**src/rtl/hilo_muldiv_sequencer_if.sv**
```systemverilog
// EX-stage <-> multiply/divide sequencer handshake, HI/LO move and status bundle.
interface hilo_muldiv_sequencer_if;
  logic        StartIn;
  logic [2:0]  OpIn;
  logic [31:0] ReadData1In;
  logic [31:0] ReadData2In;
  logic        HiLoReadIn;
  logic        HiWriteIn;
  logic        LoWriteIn;
  logic [31:0] WriteDataIn;
  logic        FlushIn;
  logic        StallOut;
  logic        BusyOut;
  logic        DoneOut;
  logic        DivZeroOut;
  logic [31:0] HIRegOutput;
  logic [31:0] LORegOutput;

  modport master (
    output StartIn, OpIn, ReadData1In, ReadData2In, HiLoReadIn, HiWriteIn,
           LoWriteIn, WriteDataIn, FlushIn,
    input  StallOut, BusyOut, DoneOut, DivZeroOut, HIRegOutput, LORegOutput
  );

  modport slave (
    input  StartIn, OpIn, ReadData1In, ReadData2In, HiLoReadIn, HiWriteIn,
           LoWriteIn, WriteDataIn, FlushIn,
    output StallOut, BusyOut, DoneOut, DivZeroOut, HIRegOutput, LORegOutput
  );
endinterface

```
**src/rtl/hilo_muldiv_sequencer.sv**
```systemverilog
// Iterative radix-2 multiply / restoring divide sequencer owning HI/LO.
// Optional macro MULDIV_EARLY_TERM_EN: finish a multiply early once the remaining multiplier bits are zero.
module hilo_muldiv_sequencer #(
  parameter int unsigned ITER = 32
) (
  input logic                   Clk,
  input logic                   Reset,
  hilo_muldiv_sequencer_if.slave bus
);

  localparam int unsigned W    = 32;
  localparam int unsigned CntW = $clog2(ITER + 1);

  localparam logic [2:0] IDLE = 3'd0;
  localparam logic [2:0] MUL  = 3'd1;
  localparam logic [2:0] DIV  = 3'd2;
  localparam logic [2:0] FIX  = 3'd3;
  localparam logic [2:0] DONE = 3'd4;

  localparam logic [2:0] OpMult  = 3'b000;
  localparam logic [2:0] OpMultu = 3'b001;
  localparam logic [2:0] OpDiv   = 3'b010;
  localparam logic [2:0] OpDivu  = 3'b011;
  localparam logic [2:0] OpMadd  = 3'b100;
  localparam logic [2:0] OpMsub  = 3'b101;

  logic [2:0]      state, stateNext;
  logic [2*W-1:0]  acc, accNext;
  logic [W-1:0]    opnd, opndNext;
  logic [CntW-1:0] cnt, cntNext;
  logic [2:0]      opReg, opNext;
  logic            negRes, negNext;
  logic            remNeg, remNegNext;
  logic [W-1:0]    hiReg, hiNext;
  logic [W-1:0]    loReg, loNext;
  logic            busyReg, doneReg, divZeroReg, divZeroNext;

  logic            opValid, isDivOp, sgnOp, accept, flushHit;
  logic [W-1:0]    absA, absB;
  logic [W:0]      mulSum;
  logic [2*W-1:0]  mulStep;
  logic [2*W:0]    divShift;
  logic [W:0]      divTrial;
  logic [2*W-1:0]  prodS;
  logic [2*W-1:0]  hiLoSum;

`ifdef MULDIV_EARLY_TERM_EN
  logic [CntW-1:0] remaining;
  logic [W-1:0]    remMask;
`endif

  // State and datapath registers; Reset dominates everything.
  always_ff @(posedge Clk) begin
    if (Reset) begin
      state      <= IDLE;
      acc        <= '0;
      opnd       <= '0;
      cnt        <= '0;
      opReg      <= '0;
      negRes     <= 1'b0;
      remNeg     <= 1'b0;
      hiReg      <= '0;
      loReg      <= '0;
      busyReg    <= 1'b0;
      doneReg    <= 1'b0;
      divZeroReg <= 1'b0;
    end else begin
      state      <= stateNext;
      acc        <= accNext;
      opnd       <= opndNext;
      cnt        <= cntNext;
      opReg      <= opNext;
      negRes     <= negNext;
      remNeg     <= remNegNext;
      hiReg      <= hiNext;
      loReg      <= loNext;
      busyReg    <= (stateNext == MUL) || (stateNext == DIV) || (stateNext == FIX);
      doneReg    <= (stateNext == DONE);
      divZeroReg <= divZeroNext;
    end
  end

  // Next-state, iteration step and HI/LO update.
  always_comb begin
    stateNext   = state;
    accNext     = acc;
    opndNext    = opnd;
    cntNext     = cnt;
    opNext      = opReg;
    negNext     = negRes;
    remNegNext  = remNeg;
    hiNext      = hiReg;
    loNext      = loReg;
    divZeroNext = 1'b0;

    opValid  = ~(bus.OpIn[2] & bus.OpIn[1]);
    isDivOp  = (bus.OpIn == OpDiv) || (bus.OpIn == OpDivu);
    sgnOp    = (bus.OpIn == OpMult) || (bus.OpIn == OpDiv) || bus.OpIn[2];
    accept   = (state == IDLE) && bus.StartIn && opValid;
    flushHit = bus.FlushIn;
    absA     = (sgnOp && bus.ReadData1In[W-1]) ? W'(-bus.ReadData1In) : bus.ReadData1In;
    absB     = (sgnOp && bus.ReadData2In[W-1]) ? W'(-bus.ReadData2In) : bus.ReadData2In;

    mulSum   = {1'b0, acc[2*W-1:W]} + (acc[0] ? {1'b0, opnd} : (W+1)'(0));
    mulStep  = {mulSum, acc[W-1:1]};
    divShift = {acc, 1'b0};
    divTrial = divShift[2*W:W] - {1'b0, opnd};
    prodS    = negRes ? (2*W)'(-acc) : acc;
    hiLoSum  = (opReg == OpMsub) ? ({hiReg, loReg} - prodS) : ({hiReg, loReg} + prodS);

`ifdef MULDIV_EARLY_TERM_EN
    remaining = CntW'(cnt - CntW'(1));
    remMask   = (W'(1) << remaining) - W'(1);
`endif

    case (state)
      IDLE: begin
        if (accept) begin
          if (isDivOp && (bus.ReadData2In == '0)) begin
            stateNext   = DONE;
            divZeroNext = 1'b1;
          end else begin
            opNext     = bus.OpIn;
            negNext    = sgnOp & (bus.ReadData1In[W-1] ^ bus.ReadData2In[W-1]);
            remNegNext = sgnOp & bus.ReadData1In[W-1];
            opndNext   = isDivOp ? absB : absA;
            accNext    = {{W{1'b0}}, (isDivOp ? absA : absB)};
            cntNext    = CntW'(ITER);
            stateNext  = isDivOp ? DIV : MUL;
          end
        end else begin
          if (bus.HiWriteIn) hiNext = bus.WriteDataIn;
          if (bus.LoWriteIn) loNext = bus.WriteDataIn;
        end
      end
      MUL: begin
        accNext = mulStep;
        cntNext = CntW'(cnt - CntW'(1));
        if (cnt == CntW'(1)) stateNext = FIX;
`ifdef MULDIV_EARLY_TERM_EN
        else if ((mulStep[W-1:0] & remMask) == '0) begin
          accNext   = mulStep >> remaining;
          stateNext = FIX;
        end
`endif
        if (flushHit) stateNext = IDLE;
      end
      DIV: begin
        if (!divTrial[W]) accNext = {divTrial[W-1:0], divShift[W-1:1], 1'b1};
        else              accNext = divShift[2*W-1:0];
        cntNext = CntW'(cnt - CntW'(1));
        if (cnt == CntW'(1)) stateNext = FIX;
        if (flushHit) stateNext = IDLE;
      end
      FIX: begin
        stateNext = DONE;
        case (opReg)
          OpMult, OpMultu: {hiNext, loNext} = prodS;
          OpMadd, OpMsub:  {hiNext, loNext} = hiLoSum;
          OpDiv, OpDivu: begin
            loNext = negRes ? W'(-acc[W-1:0]) : acc[W-1:0];
            hiNext = remNeg ? W'(-acc[2*W-1:W]) : acc[2*W-1:W];
          end
          default: ;
        endcase
        // A squash in the writeback cycle still leaves HI/LO untouched.
        if (flushHit) begin
          stateNext = IDLE;
          hiNext    = hiReg;
          loNext    = loReg;
        end
      end
      DONE: begin
        stateNext = IDLE;
        if (bus.HiWriteIn) hiNext = bus.WriteDataIn;
        if (bus.LoWriteIn) loNext = bus.WriteDataIn;
      end
      default: stateNext = IDLE;
    endcase
  end

  assign bus.BusyOut     = busyReg;
  assign bus.DoneOut     = doneReg;
  assign bus.DivZeroOut  = divZeroReg;
  assign bus.HIRegOutput = hiReg;
  assign bus.LORegOutput = loReg;
  assign bus.StallOut    = busyReg & (bus.StartIn | bus.HiLoReadIn | bus.HiWriteIn | bus.LoWriteIn);

endmodule

```
**src/flat_wrapper.sv**
```systemverilog
// flat-port wrapper written by rule: the top's interface ports become plain ports
module hilo_muldiv_sequencer_flat 
#(
  parameter int unsigned ITER = 32
)
  (Clk, Reset, bus_StartIn, bus_OpIn, bus_ReadData1In, bus_ReadData2In, bus_HiLoReadIn, bus_HiWriteIn, bus_LoWriteIn, bus_WriteDataIn, bus_FlushIn, bus_StallOut, bus_BusyOut, bus_DoneOut, bus_DivZeroOut, bus_HIRegOutput, bus_LORegOutput);
  hilo_muldiv_sequencer_if bus_i ();
  input logic Clk;
  input logic Reset;
  input wire logic [$bits(bus_i.StartIn)-1:0] bus_StartIn;
  input wire logic [$bits(bus_i.OpIn)-1:0] bus_OpIn;
  input wire logic [$bits(bus_i.ReadData1In)-1:0] bus_ReadData1In;
  input wire logic [$bits(bus_i.ReadData2In)-1:0] bus_ReadData2In;
  input wire logic [$bits(bus_i.HiLoReadIn)-1:0] bus_HiLoReadIn;
  input wire logic [$bits(bus_i.HiWriteIn)-1:0] bus_HiWriteIn;
  input wire logic [$bits(bus_i.LoWriteIn)-1:0] bus_LoWriteIn;
  input wire logic [$bits(bus_i.WriteDataIn)-1:0] bus_WriteDataIn;
  input wire logic [$bits(bus_i.FlushIn)-1:0] bus_FlushIn;
  output wire logic [$bits(bus_i.StallOut)-1:0] bus_StallOut;
  output wire logic [$bits(bus_i.BusyOut)-1:0] bus_BusyOut;
  output wire logic [$bits(bus_i.DoneOut)-1:0] bus_DoneOut;
  output wire logic [$bits(bus_i.DivZeroOut)-1:0] bus_DivZeroOut;
  output wire logic [$bits(bus_i.HIRegOutput)-1:0] bus_HIRegOutput;
  output wire logic [$bits(bus_i.LORegOutput)-1:0] bus_LORegOutput;
  assign bus_i.StartIn = bus_StartIn;
  assign bus_i.OpIn = bus_OpIn;
  assign bus_i.ReadData1In = bus_ReadData1In;
  assign bus_i.ReadData2In = bus_ReadData2In;
  assign bus_i.HiLoReadIn = bus_HiLoReadIn;
  assign bus_i.HiWriteIn = bus_HiWriteIn;
  assign bus_i.LoWriteIn = bus_LoWriteIn;
  assign bus_i.WriteDataIn = bus_WriteDataIn;
  assign bus_i.FlushIn = bus_FlushIn;
  assign bus_StallOut = bus_i.StallOut;
  assign bus_BusyOut = bus_i.BusyOut;
  assign bus_DoneOut = bus_i.DoneOut;
  assign bus_DivZeroOut = bus_i.DivZeroOut;
  assign bus_HIRegOutput = bus_i.HIRegOutput;
  assign bus_LORegOutput = bus_i.LORegOutput;
  hilo_muldiv_sequencer #(.ITER(ITER)) u_core (.Clk(Clk), .Reset(Reset), .bus(bus_i));
endmodule
```
**config.mk**
```make
export PLATFORM = sky130hd
export DESIGN_NAME = hilo_muldiv_sequencer_flat
export DESIGN_NICKNAME = d
export VERILOG_FILES = /design/src/rtl/hilo_muldiv_sequencer_if.sv /design/src/rtl/hilo_muldiv_sequencer.sv /design/src/flat_wrapper.sv
export SDC_FILE = /design/constraint.sdc
export NUM_CORES = 1
export LEC_CHECK = 0
export ABC_AREA = 1
export CORE_ASPECT_RATIO = 0.9
export CORE_MARGIN = 2
export CORE_UTILIZATION = 55
export DETAILED_ROUTE_END_ITERATION = 8
export PLACE_DENSITY = 0.78
export SLEW_MARGIN = 20
export SYNTH_ARGS = -nofsm -noshare
export SYNTH_HDL_FRONTEND = slang
export SYNTH_SLANG_ARGS = --single-unit
```
**constraint.sdc**
```tcl
create_clock -name Clk -period 7.5 [get_ports Clk]
set_input_delay 1.875 -clock Clk [delete_from_list [all_inputs] [get_ports Clk]]
set_output_delay 1.875 -clock Clk [all_outputs]
set_load 0.02 [all_outputs]
```
**Word level (Yosys, flattened, before mapping)**

Index checks and enable logic that the tools add are counted.

- Register bits after elaboration: 177
- Latch bits: 0
- Memory bits (writable): 0
- Bits in read-only memories: 0
- Input port bits: 106
- Output and inout bits: 68
- Word-level logic and storage cells: 115
- Memories kept: 0

- Add/sub/neg operators: 10
- Multipliers: 0
- Div/mod/pow operators: 0
- Magnitude comparators: 0
- Eq/ne operators: 21
- Shift-type cells: 0
- Muxes and demuxes: 34
- Bitwise logic cells: 12
- Reductions and logical operators: 26

Operator list:

| kind | number |
|---|---|
| 2-to-1 mux 32 bit | 13 |
| one-hot mux 32 bit (3 select lines) | 4 |
| 2-to-1 mux 64 bit | 5 |
| one-hot mux 64 bit (3 select lines) | 1 |
| negation 32 bit | 4 |
| adder 64 bit | 1 |
| negation 64 bit | 1 |
| subtractor 64 bit | 1 |
| adder 32 x 33 -> 33 bit | 1 |
| subtractor 33 x 32 -> 33 bit | 1 |
| zero test 32 bit | 1 |
| == test 3 x 2 -> 1 bit (second input constant) | 8 |
| 2-to-1 mux 3 bit | 5 |
| == test 3 bit (second input constant) | 4 |
| 2-to-1 mux 6 bit | 2 |
| one-hot mux 6 bit (2 select lines) | 1 |
| == test 3 x 1 -> 1 bit (second input constant) | 3 |
| zero test 3 bit | 3 |
| one-hot mux 3 bit (3 select lines) | 1 |
| AND reduction 3 bit | 3 |
| OR reduction 2 bit | 4 |
| == test 6 x 1 -> 1 bit (second input constant) | 1 |
| inequality test 2 bit (second input constant) | 3 |
| nonzero test 3 bit | 2 |
| 14 further kinds | 30 |

**Longest topological paths before layout**

- Word-level depth: 9
- Gate-level depth with buffers: 42
- Depth with buffers taken out: 40

**Worst setup path before layout**

No wires, ideal clock.

- Path kind: register -> register
- From: reg u_core.acc[0]
- To: reg u_core.hiReg[24], in the netlist u_core.bus.HIRegOutput[24]
- Library setup time: 0.119 ns
- Data arrival time: 4.269 ns
- Data required time: 7.381 ns
- Path slack: 3.112 ns
- Stages on the path, launching flop included: 34
- Buffers on the path: 2
- Period minus slack after synthesis: 4.388 ns
- Cell sequence: dfxtp_1 -> buf_4 -> inv_4 -> ha_1 -> nand2_2 -> nor2_4 -> buf_8 -> nand3_2 -> nand2_2 -> xor2_4 -> nand2_2 -> nor2_2 -> inv_2 -> nor2_2 -> nand3_2 -> nor2_2 -> nand2_2 -> o31ai_2 -> xor2_1 -> inv_1 -> ha_1 -> nand2_1 -> nand2_1 -> a31oi_1 -> o21ai_0 -> a21oi_1 -> nand3_1 -> a21o_1 -> a21o_1 -> or2_2 -> nand3_1 -> nand3_1 -> nand2_1 -> a21oi_1

- Word-level cells in the longest chain between the ends: 7
- Elaborated cells between the ends (all ways): 8
- Those cells by class: add/sub: 3; mux: 5

Ends and longest elaborated chain:

| item | line | text |
|---|---|---|
| from (decl) | hilo_muldiv_sequencer.sv:28 | `logic [2*W-1:0] acc, accNext;` |
| from (signal assigned) | hilo_muldiv_sequencer.sv:69 | `acc <= accNext;` |
| negation 64 bit | hilo_muldiv_sequencer.sv:108 | `prodS = negRes ? (2*W)'(-acc) : acc;` |
| 2-to-1 mux 64 bit * | hilo_muldiv_sequencer.sv:108 |  |
| adder 64 bit / subtractor 64 bit (equally long branches) | hilo_muldiv_sequencer.sv:109 | `hiLoSum = (opReg == OpMsub) ? ({hiReg, loReg} - prodS) : ({hiReg, loReg} + prodS);` |
| 2-to-1 mux 64 bit | hilo_muldiv_sequencer.sv:109 |  |
| one-hot mux 32 bit (3 select lines) * | hilo_muldiv_sequencer.sv:157 | `case (opReg)` |
| 2-to-1 mux 32 bit * | hilo_muldiv_sequencer.sv:167 | `if (flushHit) begin` |
| one-hot mux 32 bit (3 select lines) * | hilo_muldiv_sequencer.sv:116 | `case (state)` |
| to (signal assigned) | hilo_muldiv_sequencer.sv:75 | `hiReg <= hiNext;` |
| to (decl) | hilo_muldiv_sequencer.sv:34 | `logic [W-1:0] hiReg, hiNext;` |

Mark *: on every way between the ends. The rest lies on a longest branch, timed or not. The select of a mux whose other input is x is not followed.
A chain may end at the register's enable or synchronous reset.

**Final worst setup path**

- From: reg u_core.negRes
- To: reg u_core.hiReg[11], in the netlist u_core.bus.HIRegOutput[11]

- Word-level cells in the longest chain between the ends: 6
- Elaborated cells between the ends (all ways): 7
- Those cells by class: add/sub: 2; mux: 5

Ends and longest elaborated chain:

| item | line | text |
|---|---|---|
| from (decl) | hilo_muldiv_sequencer.sv:32 | `logic negRes, negNext;` |
| from (signal assigned) | hilo_muldiv_sequencer.sv:73 | `negRes <= negNext;` |
| 2-to-1 mux 64 bit * | hilo_muldiv_sequencer.sv:108 |  |
| adder 64 bit / subtractor 64 bit (equally long branches) | hilo_muldiv_sequencer.sv:109 |  |
| 2-to-1 mux 64 bit | hilo_muldiv_sequencer.sv:109 |  |
| one-hot mux 32 bit (3 select lines) * | hilo_muldiv_sequencer.sv:157 |  |
| 2-to-1 mux 32 bit * | hilo_muldiv_sequencer.sv:167 |  |
| one-hot mux 32 bit (3 select lines) * | hilo_muldiv_sequencer.sv:116 |  |

Marked as above.

==> flow_summary.ini <==
[yosys]
synth_edf_count = 0
syn_avg_cell_area_sq_um = 5.730
synthTopCellsByArea = nand2_1 (16%), dfxtp_1 (15%), o21ai_0 (8.6%), a21oi_1 (8.3%), inv_1 (7.9%)
synth-main-ff-cell = dfxtp_1
synth_nets = 4282
ys_ff_latch = 177
yosys_warnings = 0
yosysMostFrequentCell = nand2_1
netlist_instances = 4040
netlist_area_sq_um = 23150
yosys.area.top_type = nand2_1
yosys-top-cells-count = nand2_1 (963), inv_1 (489), nor2_1 (418)
yosysUniqueCellTypes = 69
synth_top_area_share_pct = 15.62
async_flop_share_pct = 0
seq_area_frac_synth_pct = 15.31

[cts]
cts.sinks = 177
cts-root-buf = clkbuf_16
cts.path.max_buffers = 2
worstSkewPairLatency_ns = 0.52
post_cts_buffers = 0
cts_tree = built
htreeDepth = 4
clk_pin_slew_ns = 0.08
ctsHoldBuffers = 0
cts_resized = 0
cts_buffers = 17

[critical_path]
start_kind = register
rr_startpoint = u_core.negRes
critPathKind = register to register
rrSetupSlack_ns = 1.31
crit_path_max_fanout = 39
crit_required_ns = 7.87
end_kind = register
max_stage_delay_ns = 0.83
crit_buf_inv = 3
reg2reg_depth = 28
worstPathArrival_ns = 6.56
cp_slowest_cell = dfxtp_2
regToRegEndpoint = u_core.bus.HIRegOutput[11]
crit_top_cell = nand2_1
crit_family = simple AND/OR/NAND/NOR gates

[timing]
tightest_slew_ns = 1.023
fin_crit_sh_pct = 82.49
skew_ns = 0.01631
hold_slack_ns = 0.4907
tns_ns = 0
slew_viol_final = 0
hold_violations = 0
slew_headroom_pct = 31.05
clock.fmax_mhz = 161.6
final.min_clock_period_ns = 6.187
rsz0062_at_grt = no
setup_viol = 0

[worst_hold_path]
hold_class = register to register
worstHoldPathCells = 2
min_from = u_core.bus.LORegOutput[0]
hold-path-endpoint = u_core.bus.LORegOutput[0]

[job]
maxCapViolations = 0

[global_routing]
grt_pass1_vias = 24685
antenna_found_initial = 0
grt_max_degree = 90
grt_pass1_wl_microns = 140000
overflow = 0
grt.total_usage_pct = 41.79

[floorplanning]
io_pins = 174
placeableCoreArea_sq_um = 41660
die_area_sq_um = 43750
row_count = 71
start_util_pct = 55.56
die_h_microns = 198.6
die_w_microns = 220.2

[power]
vdd_drop_max_mv = 0.2280
switching_share_pct = 52.85
sequentialPowerShare_pct = 23.1
p_leak_nw = 12.17
clock_power_share_pct = 17.5
comb_power_share_pct = 59.5
p_per_area_nw_per_um2 = 205.1
internal_power_mw = 2.493
switchingPower_mw = 2.794

[drt]
detail_route.first_pass.iterations = 6
drt_iter0_markers = 3463
vias_per_cell = 5.972
ant_nets = 0
wl_per_cell_microns = 19.81
drt-total-wl_microns = 92500
vias = 27891
route.detailed.drc = 0

[place]
dp_hpwl_microns = 74230
portBuffers = 173
gp_congestion = 1.033

[status]
status = finished clean

[layout]
areaGrowthSynthToFinish_pct = 11.39
post_route_cells_drive_above_1_share_pct = 4.851
antenna_cells = 0
final_nets = 4353
[stage by stage]
stage	std cells	total power [mW]	worst slack [ns]	utilization (%)	cell area, sq um
floorplan	4040	3.364	3.112	-	23150
global placement	4639	4.270	1.664	60.51	25210
detailed placement	4639	4.275	1.624	60.51	25210
CTS	4670	5.201	1.551	61.89	25780
global route	4670	5.645	0.8543	61.89	25780
finish	4670	5.288	1.313	61.89	25780
[worst reg2reg max path: cells and delay by family (launching register included)]
kind	cells	cell delay, ns
AO/OA/AOI/OAI	4	1.04
AND/OR/NAND/NOR	19	2.98
adder cells (fa/ha/maj)	1	0.39
buffers and inverters	3	0.64
XOR/XNOR	1	0.18
flip-flops	1	0.83
[cells by family after synthesis]
kind of cell / synth area share, %
AND/OR/NAND/NOR: 33.76
AO/OA/AOI/OAI: 25.66
buffers and inverters: 10.97
XOR/XNOR: 6.811
flip-flops: 15.31
adder cells (fa/ha/maj): 7.449
multiplexers: 0.04865
[worst max-delay path by stage]
| stage | startpoint | end | slack, ns | depth (start not counted) |
|---|---|---|---|---|
| 2_1_floorplan | u_core.acc[0] | u_core.bus.HIRegOutput[24] | 3.11 | 33 |
| 3_3_place_gp | u_core.negRes | u_core.bus.HIRegOutput[27] | 1.66 | 30 |
| 3_5_place_dp | u_core.negRes | u_core.bus.HIRegOutput[11] | 1.62 | 28 |
| 4_1_cts | u_core.negRes | u_core.bus.HIRegOutput[11] | 1.55 | 28 |
| 5_1_grt | u_core.negRes | u_core.bus.HIRegOutput[27] | 0.85 | 30 |
| 6_report | u_core.negRes | u_core.bus.HIRegOutput[11] | 1.31 | 28 |
[metal layers]
metal,wire [microns],track usage [%]
met1,40050,58.05
met2,39010,62.78
met3,10120,9.893
met4,3307,14.59
met5,0,0
[state kept, by name (all words and copies together), names as in the netlist]
register / count
u_core.acc: 64
u_core.bus.BusyOut: 1
u_core.bus.DivZeroOut: 1
u_core.bus.DoneOut: 1
u_core.bus.HIRegOutput: 32
u_core.bus.LORegOutput: 32
u_core.cnt: 6
u_core.negRes: 1
u_core.opReg: 3
u_core.opnd: 32
u_core.remNeg: 1
u_core.state: 3
[layout make-up]
cell class / instances / area [sq um]
multi-input combinational: 3207 / 17140
fill: 4330 / 15880
sequential: 177 / 3545
timing repair buffer: 198 / 1919
inverter: 510 / 1919
tap: 547 / 684.4
clock buffer: 17 / 425.4
clock inverter: 14 / 147.6
[placed cells by master, fill, tap and decap left out, types with 5 or more instances in the layout]
cell / Yosys / layout
a211oi_1: 21 / 21
a21boi_0: 7 / 7
a21o_1: 15 / 15
a21oi_1: 382 / 382
a21oi_2: 5 / 5
a221oi_1: 10 / 10
a31oi_1: 93 / 93
and3_1: 5 / 5
buf_4: 8 / 25
clkbuf_16: 0 / 17
clkdlybuf4s50_1: 0 / 173
clkinv_1: 5 / 6
dfxtp_1: 177 / 176
ha_1: 133 / 133
inv_1: 489 / 487
inv_2: 14 / 14
nand2_1: 963 / 963
nand2_2: 29 / 29
nand2_4: 6 / 6
nand3_1: 220 / 220
nand3_2: 7 / 7
nand3b_1: 7 / 7
nand4_1: 23 / 23
nor2_1: 418 / 413
nor2_2: 21 / 21
nor2_4: 11 / 16
nor3_1: 62 / 59
nor3_2: 4 / 7
nor4_1: 22 / 22
o2111ai_1: 5 / 5
o211ai_1: 28 / 28
o21a_1: 19 / 19
o21ai_0: 398 / 398
o21ai_1: 16 / 16
o21bai_1: 16 / 16
o22ai_1: 23 / 23
o31ai_1: 8 / 8
or2_2: 18 / 18
xnor2_1: 50 / 50
xor2_1: 125 / 123
[power groups by stage]
stage	registers [mW]	logic, mW	clock network (mW)
2_1_floorplan	1.20	2.17	0
3_3_place_gp	1.23	3.04	0
3_5_place_dp	1.23	3.04	0
4_1_cts	1.21	3.06	0.928
5_1_grt	1.23	3.46	0.959
6_report	1.22	3.14	0.924
No activity file was read; power rests on OpenSTA's default activity.
